`config.mk`:
```
export PLATFORM = sky130hd
export DESIGN_NAME = sat_counter
export DESIGN_NICKNAME = d
export VERILOG_FILES = /design/src/rtl/sat_counter.sv
export SDC_FILE = /design/constraint.sdc
export NUM_CORES = 1
export LEC_CHECK = 0
export BUFFER_PORTS_ARGS = -buffer_cell sky130_fd_sc_hd__buf_2
export CORE_ASPECT_RATIO = 0.7
export CORE_MARGIN = 3
export CORE_UTILIZATION = 45
export CTS_BUF_LIST = sky130_fd_sc_hd__clkbuf_8
export CTS_CLUSTER_DIAMETER = 200
export DETAILED_ROUTE_END_ITERATION = 6
export GPL_ROUTABILITY_DRIVEN = 0
export MAX_ROUTING_LAYER = met4
export PLACE_DENSITY = 0.78
export SLEW_MARGIN = 20
export SYNTH_ARGS = -nofsm -noshare
export SYNTH_HDL_FRONTEND = slang
export SYNTH_SLANG_ARGS = --single-unit
```
`constraint.sdc`:
```
create_clock -name clk -period 3.78 [get_ports clk]
set_input_delay 0.378 -clock clk [delete_from_list [all_inputs] [get_ports clk]]
set_output_delay 0.378 -clock clk [all_outputs]
set_load 0.02 [all_outputs]
```
`src/rtl/sat_counter.sv`:
```
// Up-counter that sticks at all-ones; clr has priority over inc.
module sat_counter #(
    parameter int W = 16
) (
    input  logic         clk,
    input  logic         rst_n,
    input  logic         inc,
    input  logic         clr,
    output logic [W-1:0] value
);

    logic [W-1:0] value_q, value_d;

    // Next value: clear, saturating increment, or hold.
    always_comb begin
        value_d = value_q;
        if (clr)                        value_d = '0;
        else if (inc && value_q != '1)  value_d = value_q + W'(1);
    end

    // Counter register.
    always_ff @(posedge clk or negedge rst_n) begin
        if (!rst_n) value_q <= '0;
        else        value_q <= value_d;
    end

    assign value = value_q;

endmodule

```
==> impl_metrics.yaml <==
final_layout:
  diodes: 0
  areaGrowthSynthToFinish_pct: 16.1
  fin_nets: 122
  layout-drive-gt1-share_pct: 27.6
  largest_reg_flops: 16
  fillers: 182
detailed_routing:
  firstDrtPassIters: 4
  drc: 0
  drt_first_iter_violations: 36
  wl_met1_mm: 1.05
  wl_mm: 2.27
  num_vias: 885
  top_layer: "met4"
  antenna_left: 0
  wl_per_cell_um: 16.5
  vias_per_cell: 6.41
  wl_met2_mm: 1.06
  wl_met3_um: 150
logic_synthesis:
  syn_nets: 103
  synth-compound-area-share_pct: 16.2
  synth_fa_ha_area_share_pct: 1.33
  synth_edf_count: 0
  async_flop_share_pct: 100
  synth_top_family_by_area: "simple AND/OR/NAND/NOR gates"
  yosysMostFrequentCell: "dfrtp_1"
  yosysSeqAreaShare_pct: 42.5
  synth_common_cells: "dfrtp_1, a21oi_1, o31ai_1"
  ys_seq_elements: 16
  synthMuxAreaShare_pct: 4.78
  syn_area_per_cell_um2: 9.61
  synth_xor_area_share_pct: 0
  ys_warn_count: 0
  syn_area_um2: 942
  synthDistinctLibCells: 28
  synth_top_area_share_pct: 42.5
  synth_largest_area_cell: "dfrtp_1"
  synth.area.top_cells: "dfrtp_1, a21oi_1, o31ai_1, mux2_1, nand4_1"
  synthFlopType: "dfrtp_1"
  syn_inst: 98
  synth-simple-area-share_pct: 31.2
sta:
  worst_pin_slew_ns: 0.831
  setup_slack_ns: 1.56
  fin_tns_setup_ns: 0
  final.min_clock_period_ns: 2.22
  finalHoldViolCount: 0
  rsz0062_at_grt: "no"
  whs_ns: 0.0269
  fin_skew_ns: 0.00498
  slew_headroom_pct: 44.2
  max_freq_mhz: 450
  setup_viol: 0
  period_share_pct: 58.8
  final_max_slew_viol_count: 0
grt:
  grt_pass1_vias: 774
  track_usage_pct: 18.6
  grt_pass1_wl_mm: 3.64
  grt_max_degree: 23
  antenna_found_initial: 0
  grt_overflow: 0
clock_network:
  cts_resized: 0
  cts_inserted_buffers: 3
  htreeDepth: 1
  clock_sinks: 16
  cts_buffer_depth: 2
  clk_pin_slew_ns: 0.07
  post_cts_buffers: 0
  clk-insertion-delay-late_ns: 0.25
  cts_tree: "built"
  clockRootBuffer: "clkbuf_8"
  postCtsHoldBufs: 0
pwr:
  p_leak_nw: 0.500
  ir_worst_vdd_mv: 0.185
  power.net_switching_mw: 0.0784
  pwr-share-seq_pct: 50.1
  p_sw_share_pct: 22.5
  power_density_nw_per_um2: 319
  p_int_mw: 0.270
  p_comb_share_pct: 5.8
  clkPwrFrac_pct: 44.1
setup_path:
  r2r_cells: 5
  criticalPathCategory: "reg2reg"
  end_kind: "flip-flop"
  worstPathArrival_ns: 2.36
  start_kind: "flip-flop"
  required_ns: 3.92
  crit_fanout: 19
placement:
  portBuffers: 19
  hpwl_mm: 1.53
  pre_cts_slack_ns: 1.61
floorplan:
  die-width_um: 60.7
  rows: 13
  core_area_um2: 1920
  initial_core_util_pct: 49.1
  die_h_um: 44.3
  fp.dieArea_um2: 2690
  ios: 20
run_status:
  outcome: "complete, no violations"
min_path:
  hold_class: "in2async"
run:
  drv_cap: 0
[cell usage in the layout, fill, tap and decap left out]
master	n
and4_2	2
or3_1	2
nand3b_1	1
mux2_1	4
a211oi_2	1
o211ai_2	1
o21ai_0	1
dfrtp_1	16
ha_1	1
inv_1	3
nor2b_1	4
nor2_1	4
nand3_1	3
nor3_1	1
nand4_2	1
nand4_1	6
or3_2	1
or4_2	2
nand2_1	6
o31ai_1	7
clkbuf_8	4
or4_1	5
nor4_4	1
and3_1	2
nor4_1	4
a21oi_1	11
o21ai_1	3
buf_2	19
[area by class of cell]
type	count	area [µm²]	share of cell area, %
clock buffers	4	55.1	5.03
inverters	3	11.3	1.03
multi-input cells	74	504	46.1
flip-flops and latches	16	400	36.6
well taps	22	27.5	2.52
repair buffers	19	95.1	8.70
[worst paths after layout]
| path | slack, ns | end | from |
|---|---|---|---|
| max | 1.56 | value[15]$_DFFE_PN0P_ | value[0]$_DFFE_PN0P_ |
| min reg2reg | 0.61 | value[10]$_DFFE_PN0P_ | value[10]$_DFFE_PN0P_ |
| max reg2reg | 1.56 | value[15]$_DFFE_PN0P_ | value[0]$_DFFE_PN0P_ |
| min in group clk | 0.44 | value[1]$_DFFE_PN0P_ | inc |
| max in group asynchronous | 3.48 | value[10]$_DFFE_PN0P_ | rst_n |
| min | 0.03 | value[14]$_DFFE_PN0P_ | rst_n |
[cell families after synthesis]
group | after synthesis
muxes | 4
buffers and inverters | 8
AOI/OAI and AO/OA | 24
DFF | 16
and+or+nand+nor | 45
adders and majority gates | 1
[worst max-delay path, cell delays in order (launching register included)]
cell and delay, ns:
dfrtp_1 0.40, ha_1 0.25, nand4_2 0.14, nor4_4 0.78, nor4_1 0.17, mux2_1 0.35
[power by group through the flow]
stage	logic, mW	registers (mW)	clock network [mW]
2_1_floorplan	0.00965	0.180	0
3_3_place_gp	0.0197	0.178	0
3_5_place_dp	0.0202	0.178	0
4_1_cts	0.0203	0.175	0.156
5_1_grt	0.0225	0.175	0.165
6_report	0.0203	0.175	0.154
[through the flow]
step                      power [mW]  cells  util (%)  cell area [µm²]
after floorplan                0.189     98         -              942
after global placement         0.197    134      54.1             1040
after detailed placement       0.198    134      54.1             1040
after CTS                      0.351    138      57.0             1090
after global routing           0.362    138      57.0             1090
final                          0.349    138      57.0             1090
[routing by layer]
| layer | GRT usage (%) | up-vias |
|---|---|---|
| met4 | 4.33 | 0 |
| met5 | - | - |
| li1 | - | 418 |
| met3 | 5.25 | 2 |
| met2 | 26.0 | 27 |
| met1 | 26.5 | 438 |
(Power assumes the default switching activity.)
